`config.mk`:
```
export PLATFORM = sky130hd
export DESIGN_NAME = y86_seq_stage_ctrl
export DESIGN_NICKNAME = d
export VERILOG_FILES = /design/src/rtl/y86_ctrl_pkg.sv /design/src/rtl/y86_stage_watchdog.sv /design/src/rtl/y86_seq_stage_ctrl.sv
export SDC_FILE = /design/constraint.sdc
export NUM_CORES = 1
export LEC_CHECK = 0
export BUFFER_PORTS_ARGS = -buffer_cell sky130_fd_sc_hd__buf_2
export CAP_MARGIN = 20
export CORE_MARGIN = 4
export CORE_UTILIZATION = 25
export CTS_CLUSTER_DIAMETER = 120
export DETAILED_ROUTE_END_ITERATION = 8
export GPL_TIMING_DRIVEN = 0
export SETUP_SLACK_MARGIN = 0.15
export SLEW_MARGIN = 20
export SYNTH_ARGS = -nofsm -noshare
export SYNTH_HDL_FRONTEND = slang
export SYNTH_SLANG_ARGS = --single-unit
```
`constraint.sdc`:
```
create_clock -name i_clk -period 3.2 [get_ports i_clk]
set_input_delay 0.16 -clock i_clk [delete_from_list [all_inputs] [get_ports i_clk]]
set_output_delay 0.16 -clock i_clk [all_outputs]
set_load 0.1 [all_outputs]
```
`src/rtl/y86_ctrl_pkg.sv`:
```
// Shared control definitions for the sequential Y86-64 core: sequencer states,
// stage indices, processor status codes and instruction codes.
package y86_ctrl_pkg;

  typedef enum logic [3:0] {
    StIdle,
    StFetGo,
    StFetWait,
    StDecGo,
    StDecWait,
    StExeGo,
    StExeWait,
    StMemGo,
    StMemWait,
    StWbGo,
    StWbWait,
    StPcuGo,
    StPcuWait,
    StHalted
  } ctrl_state_e;

  localparam int unsigned StgFet = 0;
  localparam int unsigned StgDec = 1;
  localparam int unsigned StgExe = 2;
  localparam int unsigned StgMem = 3;
  localparam int unsigned StgWb  = 4;
  localparam int unsigned StgPcu = 5;
  localparam int unsigned NumStages = 6;

  localparam logic [2:0] StatAok = 3'd1;
  localparam logic [2:0] StatHlt = 3'd2;
  localparam logic [2:0] StatAdr = 3'd3;
  localparam logic [2:0] StatIns = 3'd4;
  localparam logic [2:0] StatTmo = 3'd5;

  localparam logic [3:0] IcHalt   = 4'd0;
  localparam logic [3:0] IcNop    = 4'd1;
  localparam logic [3:0] IcRrmovq = 4'd2;
  localparam logic [3:0] IcIrmovq = 4'd3;
  localparam logic [3:0] IcRmmovq = 4'd4;
  localparam logic [3:0] IcMrmovq = 4'd5;
  localparam logic [3:0] IcOpq    = 4'd6;
  localparam logic [3:0] IcJxx    = 4'd7;
  localparam logic [3:0] IcCall   = 4'd8;
  localparam logic [3:0] IcRet    = 4'd9;
  localparam logic [3:0] IcPushq  = 4'd10;
  localparam logic [3:0] IcPopq   = 4'd11;

  function automatic logic state_busy(input ctrl_state_e s);
    return !(s inside {StIdle, StHalted});
  endfunction

endpackage

```
`src/rtl/y86_stage_watchdog.sv`:
```
// Per-stage watchdog: cleared on each stage launch, counts wait cycles and flags
// the wait cycle in which the TIMEOUT_CYCLES limit is reached (0 disables it).
module y86_stage_watchdog
  import y86_ctrl_pkg::*;
#(
  parameter int unsigned TIMEOUT_CYCLES = 255,
  parameter int unsigned TMR_W          = 8
) (
  input  logic i_clk,
  input  logic i_rst_n,
  input  logic i_clr,
  input  logic i_en,
  output logic o_expired
);

  localparam bit               WdOn  = (TIMEOUT_CYCLES != 0);
  localparam logic [TMR_W:0]   Limit = (TMR_W + 1)'(TIMEOUT_CYCLES);

  logic [TMR_W-1:0] r_cnt;
  logic [TMR_W:0]   w_cnt_inc;

  assign w_cnt_inc = {1'b0, r_cnt} + {{TMR_W{1'b0}}, 1'b1};

  always_ff @(posedge i_clk) begin
    if (!i_rst_n) begin
      r_cnt <= '0;
    end else if (i_clr) begin
      r_cnt <= '0;
    end else if (i_en && (r_cnt != '1)) begin
      r_cnt <= w_cnt_inc[TMR_W-1:0];
    end
  end

  // Expires during the wait cycle that would bring the count up to the limit.
  assign o_expired = WdOn && i_en && (w_cnt_inc == Limit);

endmodule

```
`src/rtl/y86_seq_stage_ctrl.sv`:
```
// Stage sequencer for the sequential Y86-64 core: launches each stage in order,
// waits for its done, owns wb/pc write strobes and status. Y86_PERF_CNT_EN adds counters.
module y86_seq_stage_ctrl
  import y86_ctrl_pkg::*;
#(
  parameter int unsigned TIMEOUT_CYCLES = 255,
  parameter int unsigned TMR_W          = 8
) (
  input  logic        i_clk,
  input  logic        i_rst_n,
  input  logic        i_start,
  input  logic [5:0]  i_stage_done,
  input  logic [3:0]  i_icode,
  input  logic        i_instr_valid,
  input  logic        i_imem_err,
  input  logic        i_dmem_err,
  output logic [5:0]  o_stage_go,
  output logic        o_wb_we,
  output logic        o_pc_we,
  output logic        o_busy,
  output logic [2:0]  o_stat,
  output logic [31:0] o_cycle_cnt,
  output logic [31:0] o_instr_cnt
);

  ctrl_state_e r_state, w_state_d;
  logic [2:0]  r_stat, w_stat_d;
  logic [5:0]  w_go;
  logic        w_wb_we, w_pc_we;
  logic        w_wd_clr, w_wd_en, w_wd_expired;
  logic        w_done_sel;
  logic        w_busy;

  y86_stage_watchdog #(
    .TIMEOUT_CYCLES (TIMEOUT_CYCLES),
    .TMR_W          (TMR_W)
  ) u_watchdog (
    .i_clk     (i_clk),
    .i_rst_n   (i_rst_n),
    .i_clr     (w_wd_clr),
    .i_en      (w_wd_en),
    .o_expired (w_wd_expired)
  );

  always_comb begin
    w_state_d  = r_state;
    w_stat_d   = r_stat;
    w_go       = '0;
    w_wb_we    = 1'b0;
    w_pc_we    = 1'b0;
    w_wd_clr   = 1'b0;
    w_wd_en    = 1'b0;
    w_done_sel = 1'b0;
    unique case (r_state)
      StIdle, StHalted: begin
        if (i_start) begin
          w_state_d = StFetGo;
          w_stat_d  = StatAok;
        end
      end
      StFetGo: begin
        w_go[StgFet] = 1'b1;
        w_wd_clr     = 1'b1;
        w_state_d    = StFetWait;
      end
      StFetWait: begin
        w_wd_en    = 1'b1;
        w_done_sel = i_stage_done[StgFet];
        if (w_done_sel) begin
          if (i_imem_err) begin
            w_state_d = StHalted;
            w_stat_d  = StatAdr;
          end else if (!i_instr_valid) begin
            w_state_d = StHalted;
            w_stat_d  = StatIns;
          end else if (i_icode == IcHalt) begin
            w_state_d = StHalted;
            w_stat_d  = StatHlt;
          end else begin
            w_state_d = StDecGo;
          end
        end
      end
      StDecGo: begin
        w_go[StgDec] = 1'b1;
        w_wd_clr     = 1'b1;
        w_state_d    = StDecWait;
      end
      StDecWait: begin
        w_wd_en    = 1'b1;
        w_done_sel = i_stage_done[StgDec];
        if (w_done_sel) w_state_d = StExeGo;
      end
      StExeGo: begin
        w_go[StgExe] = 1'b1;
        w_wd_clr     = 1'b1;
        w_state_d    = StExeWait;
      end
      StExeWait: begin
        w_wd_en    = 1'b1;
        w_done_sel = i_stage_done[StgExe];
        if (w_done_sel) w_state_d = StMemGo;
      end
      StMemGo: begin
        w_go[StgMem] = 1'b1;
        w_wd_clr     = 1'b1;
        w_state_d    = StMemWait;
      end
      StMemWait: begin
        w_wd_en    = 1'b1;
        w_done_sel = i_stage_done[StgMem];
        if (w_done_sel) begin
          if (i_dmem_err) begin
            w_state_d = StHalted;
            w_stat_d  = StatAdr;
          end else begin
            w_state_d = StWbGo;
          end
        end
      end
      StWbGo: begin
        w_go[StgWb] = 1'b1;
        w_wb_we     = 1'b1;
        w_wd_clr    = 1'b1;
        w_state_d   = StWbWait;
      end
      StWbWait: begin
        w_wd_en    = 1'b1;
        w_done_sel = i_stage_done[StgWb];
        if (w_done_sel) w_state_d = StPcuGo;
      end
      StPcuGo: begin
        w_go[StgPcu] = 1'b1;
        w_pc_we      = 1'b1;
        w_wd_clr     = 1'b1;
        w_state_d    = StPcuWait;
      end
      StPcuWait: begin
        w_wd_en    = 1'b1;
        w_done_sel = i_stage_done[StgPcu];
        if (w_done_sel) w_state_d = StFetGo;
      end
      default: w_state_d = StIdle;
    endcase
    // A done arriving on the expiry cycle takes precedence over the timeout.
    if (w_wd_en && !w_done_sel && w_wd_expired) begin
      w_state_d = StHalted;
      w_stat_d  = StatTmo;
    end
  end

  always_ff @(posedge i_clk) begin
    if (!i_rst_n) begin
      r_state <= StIdle;
      r_stat  <= StatAok;
    end else begin
      r_state <= w_state_d;
      r_stat  <= w_stat_d;
    end
  end

  assign w_busy = state_busy(r_state);

  // Strobes are masked while reset is asserted so an aborted stage never fires.
  assign o_stage_go = w_go & {6{i_rst_n}};
  assign o_wb_we    = w_wb_we & i_rst_n;
  assign o_pc_we    = w_pc_we & i_rst_n;
  assign o_busy     = w_busy;
  assign o_stat     = r_stat;

`ifdef Y86_PERF_CNT_EN
  logic        w_launch, w_retire;
  logic [31:0] r_cycle_cnt, r_instr_cnt;

  assign w_launch = (r_state inside {StIdle, StHalted}) && i_start;
  assign w_retire = (r_state == StPcuWait) && i_stage_done[StgPcu];

  always_ff @(posedge i_clk) begin
    if (!i_rst_n) begin
      r_cycle_cnt <= '0;
      r_instr_cnt <= '0;
    end else if (w_launch) begin
      r_cycle_cnt <= '0;
      r_instr_cnt <= '0;
    end else begin
      if (w_busy)   r_cycle_cnt <= r_cycle_cnt + 32'd1;
      if (w_retire) r_instr_cnt <= r_instr_cnt + 32'd1;
    end
  end

  assign o_cycle_cnt = r_cycle_cnt;
  assign o_instr_cnt = r_instr_cnt;
`else
  assign o_cycle_cnt = 32'd0;
  assign o_instr_cnt = 32'd0;
`endif

endmodule

```
==> results of run 1 <==
[metal layers]
metal  up-vias  track usage [%]
li1        869                -
met1       705             12.1
met2        64             16.4
met3         4             2.24
met4         0             1.13
met5         -                0
[synthesized netlist by cell type (all sizes together), types with 4 or more instances]
cell / number / area (µm²)
a31oi: 4 / 25.0
clkbuf: 4 / 15.0
nand3: 9 / 45.0
xor2: 5 / 43.8
nor2: 13 / 48.8
buf: 72 / 539
nand2: 10 / 37.5
dfxtp: 15 / 300
and3: 7 / 56.3
a21oi: 8 / 40.0
nor3: 5 / 25.0
inv: 7 / 26.3
o21ai: 10 / 50.1
nand4: 5 / 37.5
[flip-flops by register name, indices dropped and copies added (netlist names)]
register and cells:
o_stat 3, r_state 4, u_watchdog.r_cnt 8
[stage by stage]
stage / worst slack, ns / utilization (%)
after detailed placement: 0.851 / 33.1
after CTS: 0.740 / 33.7
after global placement: 0.878 / 33.1
after floorplan: 0.112 / -
final: 0.744 / 33.7
after global routing: 0.549 / 33.7
[power breakdown]
part / switching, mW / total, mW / internal [mW]
combinational: 0.870 / 1.15 / 0.281
sequential: 0.0332 / 0.258 / 0.225
clock: 0.0660 / 0.154 / 0.0882
[final cells by class]
class                           instances  area, µm²  area share [%]
Sequential cell                        15        300            13.1
Multi-Input combinational cell        194       1110            48.5
Timing Repair Buffer                   27        135            5.90
Tap cell                               96        120            5.24
Inverter                                7       26.3            1.15
Clock buffer                            4       45.0            1.97
Buffer                                 76        554            24.2
[cells by family (layout without fill, tap and decap cells)]
kind of cell,after synthesis,count (layout),share of synthesized area (%)
buf+inv,83,114,33.3
simple gates,77,77,27.1
compound gates,43,43,16.6
flops,15,15,17.2
xor+xnor,6,6,3.01
fa+ha+maj,2,2,1.43
mux,2,2,1.15
other cells,1,64,0.215
[path summary, 6_finish.rpt]
path	slack (ns)	to
min	0.17	o_stat[0]
max	0.74	o_stage_go[5]
max reg2reg	0.85	r_state[2]
min reg2reg	0.49	o_stat[1]
[layout by cell type, fill, tap and decap left out, types with 3 or more instances in the layout]
cell type	count
inv_1	7
clkbuf_8	3
nand2_1	10
a21oi_1	8
o21ai_0	10
a31oi_1	4
nand4_1	4
dfxtp_1	15
xor2_1	5
nor3_1	4
and3_1	3
a32oi_1	3
o211ai_1	3
buf_2	29
conb_1	64
nor2_1	13
clkbuf_1	5
nand3_1	9
buf_4	67
or3_1	3
[critical path, delay by kind of cell, from the launching register on]
kind | cells | cell delay (ns)
simple gates | 2 | 0.34
flops | 1 | 0.33
buf+inv | 5 | 1.36
==> run summary, run 1 <==
Status - completed
Root buf cell - clkbuf_8
Initial antenna violation count - 0
Total CTS buffers - 3
P_leak - 1.19 nW
Worst Hold Class - in -> reg
R2r startpoint - u_watchdog.r_cnt[1]
Setup-failing EPs final - 0
Setup TNS Final - 0 ns
Crit path cell chain - buf_2, buf_2, buf_1, nand3_1, nor2_1, buf_4, buf_2
Asr flop ratio synth - 0%
Nets@finish - 342
Deepest clock path buffer count - 2
GP Congestion - 0.891
Drt via density - 3.92
Worst-Margin Slew - 0.492 ns
Worst hold margin - 0.168 ns
Met2 WL - 1.90 mm
Post-CTS resize count - 0
Gr ovfl total - 0
Kind of critical path - reg -> out
GRT Total Usage - 9.46%
Chip width - 91.5 µm
Number of enable-type register cells in the synthesized netlist - 0
DR WL met3 - 293 µm
Fin cells - 419
H-tree depth - 1
Critical Path AT - 2.30 ns
Yosys cell types - 55
Die Footprint - 8380 µm²
Vias in the first global route - 1524
Remaining DRCs - 0
First-pass GRT wire length - 6.80 mm
Largest net degree at the start of global routing - 11
CTS tree - done
Post-synthesis sequential area ratio - 17.2%
Hold path cells - 2
Row cnt - 30
Min Tclk post-route - 2.46 ns
Synth Area per Inst - 7.62 µm²
R2R depth - 6
Postcts setup bufs - 0
Dpl cell area - 2250 µm²
Pwr/cell area - 682 nW/µm²
Placed wire-length estimate - 3.37 mm
Maximum fanout along the worst path - 10
Final slew viol count - 0
DRT Wirelength - 4.13 mm
Placed Instances - 415
Worst-path clk slew - 0.06 ns
Worst vdd ir - 324 µV
Post-DRT Antenna Nets - 0
CP max stage cell - buf_2
Seq cells post-synth - 15
Initial detailed-routing violation count - 60
CP dominant cell by count - buf_2
Crit path capture type - primary output
Maxcap violations - 0
Final standard cell area without fillers - 2290 µm²
Synth-to-layout area growth - 31.4%
Power Total - 1.56 mW
Clk sinks - 15
Core Box Area - 6790 µm²
Port bufs - 27
IO Count - 92
Vias - 1642
Layout cells sized above 1 - 35.3%
FILL cells - 736
Router iterations before antenna repair - 4
Wl on met1 - 1.92 mm
Slew margin rel. - 66.9%
Worst Setup SP - r_state[3]
CTS Hold Bufs - 0
CP max stage delay - 0.41 ns
Mean routed wirelength per cell - 9.85 µm
Maximum clock frequency - 407 MHz
Synthesized area - 1740 µm²
Clk Latency, worst-skew pair - 0.25 ns
Mapped Cells - 229
Count of final hold-check violations - 0
Hold_sp - i_rst_n
Initial Util - 25.7%
# diodes - 0
Unrepaired setup endpoints after global routing - false
Yosys warnings - 0
Ys flop type - dfxtp_1
Startpoint Class - register
Final Skew - 0.00376 ns
Worst Path Required - 3.04 ns
Crit share post-route - 76.8%
Chip Height - 91.5 µm
Top sig layer - met4
No activity file was read; power rests on OpenSTA's default activity.
==> run 2: changes to the inputs <==
Clock period 3.2 ns to 2.3 ns, I/O delays scaled along.
==> run 2 against run 1 <==
Effect of this change: hold slack got worse by 0.065 ns; setup slack got worse by 0.54 ns; register-to-register slack got worse by 0.65 ns; clock-buffer cell count decreased by 1; first-iteration DRC count increased by 32%; design area increased by 7.8%; largest power group unchanged.
==> run summary, run 2 (same netlist as run 1, synthesis figures left out) <==
Synth-to-layout area growth - 41.6%
Maximum fanout along the worst path - 5
Setup WS pre-CTS - 0.0578 ns
Initial antenna violation count - 0
Setup-failing EPs final - 0
Crit path capture type - register
Crit path buf inv count - 1
Remaining DRCs - 0
Worst hold margin - 0.103 ns
Die Footprint - 8380 µm²
Mean routed wirelength per cell - 10.2 µm
Deepest clock path buffer count - 2
Count of final hold-check violations - 0
Startpoint Class - register
Maximum clock frequency - 476 MHz
CP max stage cell - or4_4
Port bufs - 27
Initial detailed-routing violation count - 79
Unrepaired setup endpoints after global routing - true
Vias - 1704
Vias in the first global route - 1531
IO Count - 92
FILL cells - 695
Most frequent cells in the layout - 75 x buf_4, 64 x conb_1, 22 x buf_2
Placed Instances - 415
GP Congestion - 0.821
Setup TNS Final - 0 ns
H-tree depth - 1
Chip width - 91.5 µm
Worst-path clk slew - 0.06 ns
CP dominant cell by count - or4_4
Layout Utilization - 36.4%
# diodes - 0
CTS tree - done
Row cnt - 30
Register area - 308 µm²
Largest net degree at the start of global routing - 11
Largest reg by FF count - u_watchdog.r_cnt
Gr ovfl total - 0
Worst Path Required - 2.48 ns
Router iterations before antenna repair - 4
GRT Total Usage - 9.74%
Final WS setup - 0.199 ns
Post-DRT Antenna Nets - 0
Nets@finish - 348
P_leak - 1.21 nW
Core Box Area - 6790 µm²
Root buf cell - clkbuf_8
Initial Util - 25.7%
CP max stage delay - 0.54 ns
Kind of critical path - reg -> reg
Commonest non-fill, non-tap cell in the layout - buf_4
Max FFs per register - 8
Drt via density - 4.01
Final Skew - 0.00222 ns
Layout cells sized above 1 - 42.2%
Chip Height - 91.5 µm
Critical Path AT - 2.28 ns
Crit path cell chain - inv_2, ha_2, and3b_1, nand4_2, or4_4, or4_4, a31oi_2
Crit share post-route - 91.3%
CTS Hold Bufs - 0
Clk Latency, worst-skew pair - 0.25 ns
Pwr/cell area - 935 nW/µm²
Family with the most delay on the worst path - simple AND/OR/NAND/NOR gates
Total CTS buffers - 3
Fin cells - 425
Maxcap violations - 0
Worst vdd ir - 375 µV
Placed wire-length estimate - 3.34 mm
Multi-input logic area - 1200 µm²
DRT Wirelength - 4.34 mm
First-pass GRT wire length - 6.86 mm
Worst Hold Class - in -> reg
Min Tclk post-route - 2.10 ns
Final slew viol count - 0
Clk sinks - 15
Status - completed
## run 2: path summary, 6_finish.rpt
kind	slack [ns]	cells past startpoint	end	startpoint
setup / recovery	0.20	7	r_state[2]	u_watchdog.r_cnt[0]
hold / removal	0.10	2	o_stat[0]	i_rst_n
setup reg to reg	0.20	7	r_state[2]	u_watchdog.r_cnt[0]
hold reg to reg	0.49	2	o_stat[1]	o_stat[1]
## run 2: timing repair
action,CTS,global route
pin swaps,7,2
resized for setup,13,18
hold endpoints to repair,0,0
endpoints found under the setup margin,11,15
cloned,0,0
buffers inserted,6,0
## run 2: area by class of cell
class | instances | share of cell area [%]
buffer | 76 | 23.0
tap | 96 | 4.86
clock inverter | 1 | 0.203
clock buffer | 3 | 1.67
inverter | 7 | 1.06
timing repair buffer | 33 | 8.21
sequential | 15 | 12.5
multi-input combinational | 194 | 48.5
## run 2: metrics by stage
step	area (µm²)	total power, mW
after global placement	2290	1.97
after detailed placement	2290	1.98
after floorplan	2040	1.77
final	2470	2.31
after CTS	2410	2.27
after global routing	2470	2.46
## run 2: layer usage
layer / wire (µm) / global-route usage [%] / up-vias
met5: 0 / 0 / -
met4: 57 / 3.02 / 0
met3: 296 / 1.49 / 6
met2: 2080 / 16.4 / 70
met1: 1910 / 12.6 / 745
li1: - / - / 883
## run 2: power by group
| group | switching [mW] | total (mW) | internal (mW) |
|---|---|---|---|
| registers | 0.0565 | 0.381 | 0.324 |
| logic | 1.25 | 1.71 | 0.462 |
| clock network | 0.0943 | 0.214 | 0.120 |
| total | 1.40 | 2.31 | 0.906 |
## run 2: worst reg2reg max path, cell delays in order, from the launching register on
cell and delay (ns):
dfxtp_4 0.36, inv_2 0.07, ha_2 0.15, and3b_1 0.17, nand4_2 0.07, or4_4 0.54
or4_4 0.50, a31oi_2 0.16
==> run 3: changes to the inputs <==
Settings changed: CORE_UTILIZATION 25 to 40, PLACE_DENSITY set to 0.72.
==> run 3 against run 2 <==
Effect of this change: hold slack gained 0.015 ns; total power shrank 0.40%; via count shrank 0.12%; combinational power is essentially flat; non-clock buffer count shrank 3; design area shrank 3.8%; first-iteration DRC count grew 65%.
==> run summary, run 3 (same netlist as run 1, synthesis figures left out) <==
Maximum fanout along the worst path - 6
Max FFs per register - 8
H-tree depth - 1
IO Count - 92
Drt via density - 4.53
Vias in the first global route - 1444
Worst-Margin Slew - 0.641 ns
Worst Hold Class - in -> reg
Clk sinks - 15
Deepest clock path buffer count - 2
Fin cells - 376
Chip Height - 74.0 µm
Final Skew - 0.00300 ns
Root buf cell - clkbuf_8
Final WS setup - 0.165 ns
Setup WS pre-CTS - 0.00754 ns
Row cnt - 23
Port bufs - 27
Count of final hold-check violations - 0
Final slew viol count - 0
Die Footprint - 5480 µm²
CP max stage delay - 0.52 ns
Initial antenna violation count - 0
Core Box Area - 4120 µm²
Startpoint Class - register
Dpl cell area - 2230 µm²
P_leak - 1.19 nW
Largest reg by FF count - u_watchdog.r_cnt
Worst-path clk slew - 0.06 ns
Power Total - 2.30 mW
Crit path cell chain - ha_4, and3_4, and3_4, or4_4, nor4_1, nor3_1
Family with the most delay on the worst path - simple AND/OR/NAND/NOR gates
Clk Latency, worst-skew pair - 0.24 ns
Nets@finish - 345
Crit share post-route - 92.8%
Router iterations before antenna repair - 4
DRT Wirelength - 4.15 mm
Post-DRT Antenna Nets - 0
Placed wire-length estimate - 3.28 mm
Most frequent cells in the layout - 73 x buf_4, 64 x conb_1, 22 x buf_2
Setup-failing EPs final - 0
GRT Total Usage - 14.3%
Commonest non-fill, non-tap cell in the layout - buf_4
Largest net degree at the start of global routing - 11
Layout Utilization - 57.7%
Final standard cell area without fillers - 2380 µm²
Gr ovfl total - 0
Initial detailed-routing violation count - 130
Maximum clock frequency - 468 MHz
Vias - 1702
CP max stage cell - or4_4
Placed Instances - 369
Layout cells sized above 1 - 40.5%
Initial Util - 42.4%
GP Congestion - 0.937
# diodes - 0
CP dominant cell by count - and3_4
Crit path buf inv count - 0
Worst vdd ir - 583 µV
Min Tclk post-route - 2.13 ns
Critical Path AT - 2.24 ns
CTS Hold Bufs - 0
Synth-to-layout area growth - 36.2%
Crit path capture type - register
Status - completed
Kind of critical path - reg -> reg
Total CTS buffers - 3
First-pass GRT wire length - 6.40 mm
CTS tree - done
Maxcap violations - 0
Slew margin rel. - 56.7%
Mean routed wirelength per cell - 11.0 µm
Remaining DRCs - 0
Unrepaired setup endpoints after global routing - true
Pwr/cell area - 968 nW/µm²
Chip width - 74.0 µm
Worst Path Required - 2.41 ns
[run 3: cell types whose count changed in the layout (fill, tap and decap cells not counted), sizes merged]
cell and delta:
buf -3, clkinv -1, clkbuf +1
[run 3: path summary, 6_finish.rpt]
kind / depth (start not counted) / end / start / slack [ns]
hold / removal: 2 / o_stat[0] / i_rst_n / 0.12
setup / recovery: 6 / r_state[1] / u_watchdog.r_cnt[1] / 0.17
hold reg to reg: 2 / o_stat[1] / o_stat[1] / 0.49
setup reg to reg: 6 / r_state[1] / u_watchdog.r_cnt[1] / 0.17
[run 3: layer usage]
layer	vias up	GRT usage [%]	part of all wire (%)
met3	4	3.51	9.9
met1	727	19.9	43
met5	-	0	0
met4	0	2.21	0.29
li1	879	-	-
met2	92	22.8	47
[run 3: area by class of cell]
type / instances / area (µm²)
Fill cell: 382 / 1740
Multi-Input combinational cell: 194 / 1190
Buffer: 76 / 568
Sequential cell: 15 / 308
Timing Repair Buffer: 30 / 176
Tap cell: 50 / 62.6
Clock buffer: 4 / 45.0
Inverter: 7 / 26.3
[run 3: where the power goes]
group | switching [mW] | internal [mW]
registers | 0.0573 | 0.324
logic | 1.25 | 0.457
clock network | 0.0882 | 0.123
total | 1.40 | 0.904
[run 3: timing repair]
item,4_1_cts,5_1_grt
pin swaps,6,3
endpoints found under the setup margin,11,13
buffers inserted,2,1
hold endpoints to repair,0,0
cloned,0,0
resized for setup,13,12
[run 3: metrics by stage]
| step | setup TNS, ns | hold WS, ns |
|---|---|---|
| floorplan | -0.137 | 0.189 |
| global placement | 0 | 0.361 |
| detailed placement | 0 | 0.355 |
| CTS | 0 | 0.104 |
| global route | 0 | 0.119 |
| finish | 0 | 0.118 |
